`src/rtl/num_extend.sv`:
```
// num_extend: registered sign/zero extender, IN_W-bit num + sign + valid in, OUT_W-bit num + valid out, 1-cycle latency
module num_extend #(
  parameter int IN_W = 16,
  parameter int OUT_W = 32
) (
  input  logic             i_NumExtend_clk,
  input  logic             i_NumExtend_rst_n,
  input  logic [IN_W-1:0]  i_NumExtend_num,
  input  logic             i_NumExtend_sign,
  input  logic             i_NumExtend_valid,
  output logic [OUT_W-1:0] o_NumExtend_num,
  output logic             o_NumExtend_valid
);
  logic [OUT_W-1:0] extNum;
  generate
    if (OUT_W <= IN_W) begin : g_badWidth
      $error("num_extend requires OUT_W > IN_W");
    end
  endgenerate
  always_comb extNum = {{(OUT_W-IN_W){i_NumExtend_sign & i_NumExtend_num[IN_W-1]}}, i_NumExtend_num};
  always_ff @(posedge i_NumExtend_clk or negedge i_NumExtend_rst_n)
    if (!i_NumExtend_rst_n) begin
      o_NumExtend_num <= '0;
      o_NumExtend_valid <= 1'b0;
    end else begin
      o_NumExtend_valid <= i_NumExtend_valid;
      if (i_NumExtend_valid) o_NumExtend_num <= extNum;
    end
endmodule

```
`config.mk`:
```
export PLATFORM = sky130hd
export DESIGN_NAME = num_extend
export DESIGN_NICKNAME = d
export VERILOG_FILES = /design/src/rtl/num_extend.sv
export SDC_FILE = /design/constraint.sdc
export NUM_CORES = 1
export LEC_CHECK = 0
export ABC_AREA = 0
export CAP_MARGIN = 5
export CORE_ASPECT_RATIO = 2
export CORE_MARGIN = 2
export CORE_UTILIZATION = 28
export DETAILED_ROUTE_END_ITERATION = 7
export MAX_ROUTING_LAYER = met4
export PLACE_DENSITY = 0.75
export SLEW_MARGIN = 20
export SYNTH_ARGS = -nofsm -noshare
export SYNTH_HDL_FRONTEND = slang
export SYNTH_SLANG_ARGS = --single-unit
```
`constraint.sdc`:
```
create_clock -name i_NumExtend_clk -period 1 [get_ports i_NumExtend_clk]
set_clock_uncertainty 0.05 [all_clocks]
set_input_delay 0.2 -clock i_NumExtend_clk [delete_from_list [all_inputs] [get_ports i_NumExtend_clk]]
set_output_delay 0.2 -clock i_NumExtend_clk [all_outputs]
set_load 0.05 [all_outputs]
```
==> results of run 1 <==
-- power groups by stage --
stage | clock network (W) | logic (W) | registers, W
finish | 0.000564 | 0.00123 | 0.000894
global route | 0.000626 | 0.00127 | 0.000902
CTS | 0.000592 | 0.00124 | 0.000895
detailed placement | 0 | 0.00121 | 0.000908
global placement | 0 | 0.00119 | 0.000904
floorplan | 0 | 0.000361 | 0.00112
-- state kept, by name, summed over array words and instances, names as in the netlist --
signal / flops
o_NumExtend_valid: 1
o_NumExtend_num: 17
-- cells in the mapped netlist --
library cell and number:
buf_12 1, buf_4 15, buf_6 1, dfrtp_1 18
inv_1 1, mux2_2 8, mux2_4 8, nand3_1 1
o21ai_0 1
-- layer usage --
metal | global-route usage, % | up-vias | wire length, um
met5 | - | - | 0
met1 | 12.2 | 279 | 650
met2 | 24.0 | 35 | 1200
met3 | 2.47 | 2 | 126
met4 | 3.75 | 0 | 14
li1 | - | 256 | -
-- critical path, stage by stage (launching register included) --
cell,delay (ns)
dfrtp_4,0.51
buf_12,0.18
buf_12,0.15
-- how the worst max path moves through the flow --
stage / from / end / slack (ns) / cells after the start
4_1_cts: o_NumExtend_num[16] / o_NumExtend_num[29] / -0.35 / 2
3_5_place_dp: i_NumExtend_valid / o_NumExtend_num[3] / -0.42 / 3
6_report: o_NumExtend_num[16] / o_NumExtend_num[19] / -0.33 / 2
3_3_place_gp: i_NumExtend_valid / o_NumExtend_num[3] / -0.39 / 3
2_1_floorplan: o_NumExtend_num[16] / o_NumExtend_num[17] / -0.07 / 1
5_1_grt: o_NumExtend_num[16] / o_NumExtend_num[19] / -0.36 / 2
-- cell type report --
| class | instances | area share, % |
|---|---|---|
| flip-flops and latches | 18 | 27.0 |
| multi-input cells | 18 | 12.5 |
| repair buffers | 59 | 55.1 |
| inverters | 1 | 0.213 |
| clock buffers | 4 | 3.13 |
| well taps | 29 | 2.06 |
-- through the flow --
| step | TNS [ns] | worst slack [ns] | cell area [um2] |
|---|---|---|---|
| 2_1_floorplan | -1.04 | -0.0694 | 842 |
| 3_3_place_gp | -7.04 | -0.391 | 1650 |
| 3_5_place_dp | -7.58 | -0.419 | 1650 |
| 4_1_cts | -6.77 | -0.347 | 1750 |
| 5_1_grt | -7.30 | -0.365 | 1760 |
| 6_report | -6.37 | -0.333 | 1760 |
-- kinds of logic (layout without fill, tap and decap cells) --
logic type,Yosys count,after routing,synth area share (%)
multiplexers,16,16,25.7
buffers and inverters,18,64,18.0
AO/OA/AOI/OAI,1,1,0.611
AND/OR/NAND/NOR,1,1,0.611
flip-flops,18,18,55.0
-- repair_timing --
item / CTS / global route
hold endpoints to repair: 0 / 0
gates cloned: 1 / 0
endpoints found under the setup margin: 49 / 33
resized for setup: 3 / 0
setup buffers: 1 / 1
==> flow_summary.ini, run 1 <==
[floorplanning]
die_area_um2 = 3400
num_rows = 27
fp.coreArea_um2 = 2770
fp.dieW_um = 42.2
fp.dieH_um = 80.5
start_util_pct = 29.5
pin_count = 53

[synth]
netlist_area_um2 = 818
ys_seq_elements = 18
syn_avg_cell_area_um2 = 15.2
ys_types = 9
syn-instance-count = 54
yosys.area.top_type = dfrtp_1
seq_area_frac_synth_pct = 55.0
synth_fp_nets = 74
yosysWarnings = 0
synth_top_area_share_pct = 55.0
synth_area_leaders = dfrtp_1, mux2_4, buf_4

[grt]
grt_pass1_wl_um = 3110
track_usage_pct = 12.5
antenna_found_initial = 0
grt_pass1_vias = 590
grt_max_degree = 19
grt_overflow_total = 0

[critical_path]
startpoint_type = register
worstReg2RegStart = o_NumExtend_num[9]
end_kind = primary output
path_max_fanout = 12
required_ns = 0.75
critPathKind = register to primary output
cp.arrival_ns = 1.08
rr_endpoint = o_NumExtend_num[9]
rrSetupSlack_ns = 0.01
reg2reg_depth = 2

[sta]
clock.fmax_mhz = 750
setup_slack_ns = -0.333
fin_crit_sh_pct = 133
slew-limit-headroom_pct = 89.5
setup_viol = 33
worst_pin_slew_ns = 0.158
slew_viol_final = 0
fin_crit_ns = 1.33
rsz0062_at_grt = true
timing.hold.ws_ns = 0.242
hold_viol_final = 0

[pwr]
p_total_w = 0.00269
internal-power_w = 0.00181
ir_worst_vdd_mv = 1.12
leakagePower_nw = 0.762
p_per_area_nw_per_um2 = 1530
p_comb_share_pct = 45.8
p_sw_w = 0.000882
power_frac_clock_pct = 21.0
switching_share_pct = 32.8
pwr-share-seq_pct = 33.2

[placement]
dpl.hpwl_um = 1590
io_buffers = 52
dp_cells = 122
place_congestion = 0.697

[cells_and_area]
drive_gt1_share_pct = 77.0
fin_nets = 121
final_cell_mix = buf_12, clkdlybuf4s50_1, dfrtp_2
final_util_pct = 63.5
num_antenna_cells = 0
nFillCells = 207
final_common_cell = buf_12
finalNonFillerCells = 129
regArea_um2 = 474
multi_input_area_um2 = 220
syn_to_final_growth_pct = 115

[drt]
drtIter0Drc = 4
wl_um = 1990
post_drt_wl_per_cell_um = 15.4
viasPerCell = 4.43
drcViolationCount = 0
drt-pass1-iter-count = 2
ant_nets = 0
num_vias = 572

[status]
failed_checks = negative setup slack
status = finished with violations

[clock_tree]
cts_tree = built
root_buffer = clkbuf_8
clkTransAtPathRegs_ns = 0.06
clockBufferDepth = 2
cts.sinks = 18
cts_hold_buf = 0
cts_made_buffers = 3
h-tree-depth = 1
clock_latency_ns = 0.24

[flow_run]
cap_violations = 0

[min_path]
min_path_type = primary input to asynchronous set/reset pin
No activity file was read; power rests on OpenSTA's default activity.
==> run 2: changes to the inputs <==
Settings changed: CELL_PAD_IN_SITES_DETAIL_PLACEMENT set to 0, CELL_PAD_IN_SITES_GLOBAL_PLACEMENT set to 1, CORE_MARGIN 2 to 3, CORE_UTILIZATION 28 to 24, PLACE_DENSITY 0.75 to 0.83.
==> run 2 against run 1 <==
Net effect:
- the run still ends with negative setup slack left
- total power is 2.7% lower
- sequential share of layout area rose by 0.058 points
- non-clock buffer count increased by 1
- fmax grew 0.53%
- flip-flop and latch count unchanged
- clock-buffer cell count stayed put
- final cell count is 2.3% higher
- largest cell class unchanged
- highest routed layer unchanged
==> flow_summary.ini, run 2 (synthesized netlist as in run 1, its figures left out) <==
[pwr]
leakagePower_nw = 0.759
ir_worst_vdd_mv = 0.916
p_comb_share_pct = 46.9
power_frac_clock_pct = 19.1
switching_share_pct = 33.5
pwr-share-seq_pct = 34.0
p_per_area_nw_per_um2 = 1490
p_sw_w = 0.000877
internal-power_w = 0.00174
p_total_w = 0.00262

[critical_path]
end_kind = primary output
path_max_fanout = 12
crit_path_frequent_cell = buf_12
cp.arrival_ns = 1.08
startpoint_type = register
path_depth = 2
worstReg2RegStart = o_NumExtend_num[7]
cpPeakStageDelay_ns = 0.49
worstSetupStartpoint = o_NumExtend_num[16]
crit_chain = buf_12 > buf_12
critical_path.n_buffers_inverters = 2
path_delay_family = flip-flops
rrSetupSlack_ns = 0.02
required_ns = 0.75
rr_endpoint = o_NumExtend_num[7]
reg2reg_depth = 2
critPathSlowestCell = dfrtp_4
critPathKind = register to primary output

[cells_and_area]
nFillCells = 247
final_util_pct = 54.4
reg_top3 = o_NumExtend_num (17), o_NumExtend_valid (1)
fin_nets = 122
final_cell_mix = buf_12, clkdlybuf4s50_1, dfrtp_2
num_antenna_cells = 0
syn_to_final_growth_pct = 115
finalNonFillerCells = 132
final_common_cell = buf_12
drive_gt1_share_pct = 76.2
fin_area_um2 = 1760
multi_input_area_um2 = 220
regArea_um2 = 474
largest-register = o_NumExtend_num
largest_register_ffs = 17

[grt]
track_usage_pct = 10.6
grt_max_degree = 19
grt_pass1_wl_um = 3020
grt_pass1_vias = 604
antenna_found_initial = 0
grt_overflow_total = 0

[floorplanning]
fp.dieH_um = 88.6
num_rows = 29
fp.dieW_um = 47.3
fp.coreArea_um2 = 3230
die_area_um2 = 4190
start_util_pct = 25.3
pin_count = 53

[drt]
ant_nets = 0
drtIter0Drc = 9
num_vias = 559
post_drt_wl_per_cell_um = 14.4
drt-pass1-iter-count = 2
viasPerCell = 4.23
wl_um = 1900
drcViolationCount = 0

[sta]
setup_viol = 33
worst_pin_slew_ns = 0.159
timing.hold.ws_ns = 0.238
fin_crit_ns = 1.33
slew-limit-headroom_pct = 89.4
hold_viol_final = 0
setup_slack_ns = -0.326
fin_crit_sh_pct = 133
rsz0062_at_grt = true
slew_viol_final = 0
clock.fmax_mhz = 754

[placement]
io_buffers = 52
dp_cells = 124
placed_area_um2 = 1660
dpl.hpwl_um = 1550
place_congestion = 0.643

[clock_tree]
cts_tree = built
clockBufferDepth = 2
clock_latency_ns = 0.24
root_buffer = clkbuf_8
cts.sinks = 18
h-tree-depth = 1
cts_made_buffers = 3
clkTransAtPathRegs_ns = 0.06

[status]
failed_checks = negative setup slack
status = finished with violations

[flow_run]
cap_violations = 0

[min_path]
min_path_type = primary input to asynchronous set/reset pin
[run 2: final cells by class]
| class | instances | share of cell area, % |
|---|---|---|
| flip-flops and latches | 18 | 27.0 |
| well taps | 31 | 2.21 |
| inverters | 1 | 0.214 |
| clock buffers | 4 | 2.57 |
| multi-input cells | 18 | 12.5 |
| repair buffers | 60 | 55.5 |
[run 2: power by group through the flow]
stage | clock network [W] | logic, W | registers (W)
after detailed placement | 0 | 0.00121 | 0.000908
after CTS | 0.000534 | 0.00124 | 0.000893
after floorplan | 0 | 0.000361 | 0.00112
after global placement | 0 | 0.00120 | 0.000904
after global routing | 0.000568 | 0.00127 | 0.000900
final | 0.000500 | 0.00123 | 0.000890
[run 2: worst register-to-register path, cell delays in order, from the launching register on]
cell     delay, ns
dfrtp_2       0.42
buf_4         0.14
mux2_4        0.25
[run 2: through the flow]
stage / setup WS, ns / setup TNS [ns]
after floorplan: -0.0694 / -1.04
after global placement: -0.394 / -7.09
after detailed placement: -0.434 / -7.56
after CTS: -0.346 / -6.93
after global routing: -0.366 / -7.51
final: -0.326 / -6.38
[run 2: worst max-delay path by stage]
stage | to | slack (ns)
4_1_cts | o_NumExtend_num[30] | -0.35
3_5_place_dp | o_NumExtend_num[3] | -0.43
2_1_floorplan | o_NumExtend_num[17] | -0.07
3_3_place_gp | o_NumExtend_num[0] | -0.39
6_report | o_NumExtend_num[17] | -0.33
5_1_grt | o_NumExtend_num[17] | -0.37
[run 2: timing repair]
item,CTS,global route
setup buffers,2,1
endpoints found under the setup margin,49,33
pin swaps,0,0
gates resized for setup,2,0
cloned,1,0
endpoints found under the hold margin,0,0
hold buffers,0,0
[run 2: metal layers]
layer	vias to the layer above	share of wire, %	global-route usage, %
met5	-	0	-
met4	0	0.84	5.29
met3	2	8.9	2.85
met2	36	59	17.6
met1	264	31	11.0
li1	257	-	-
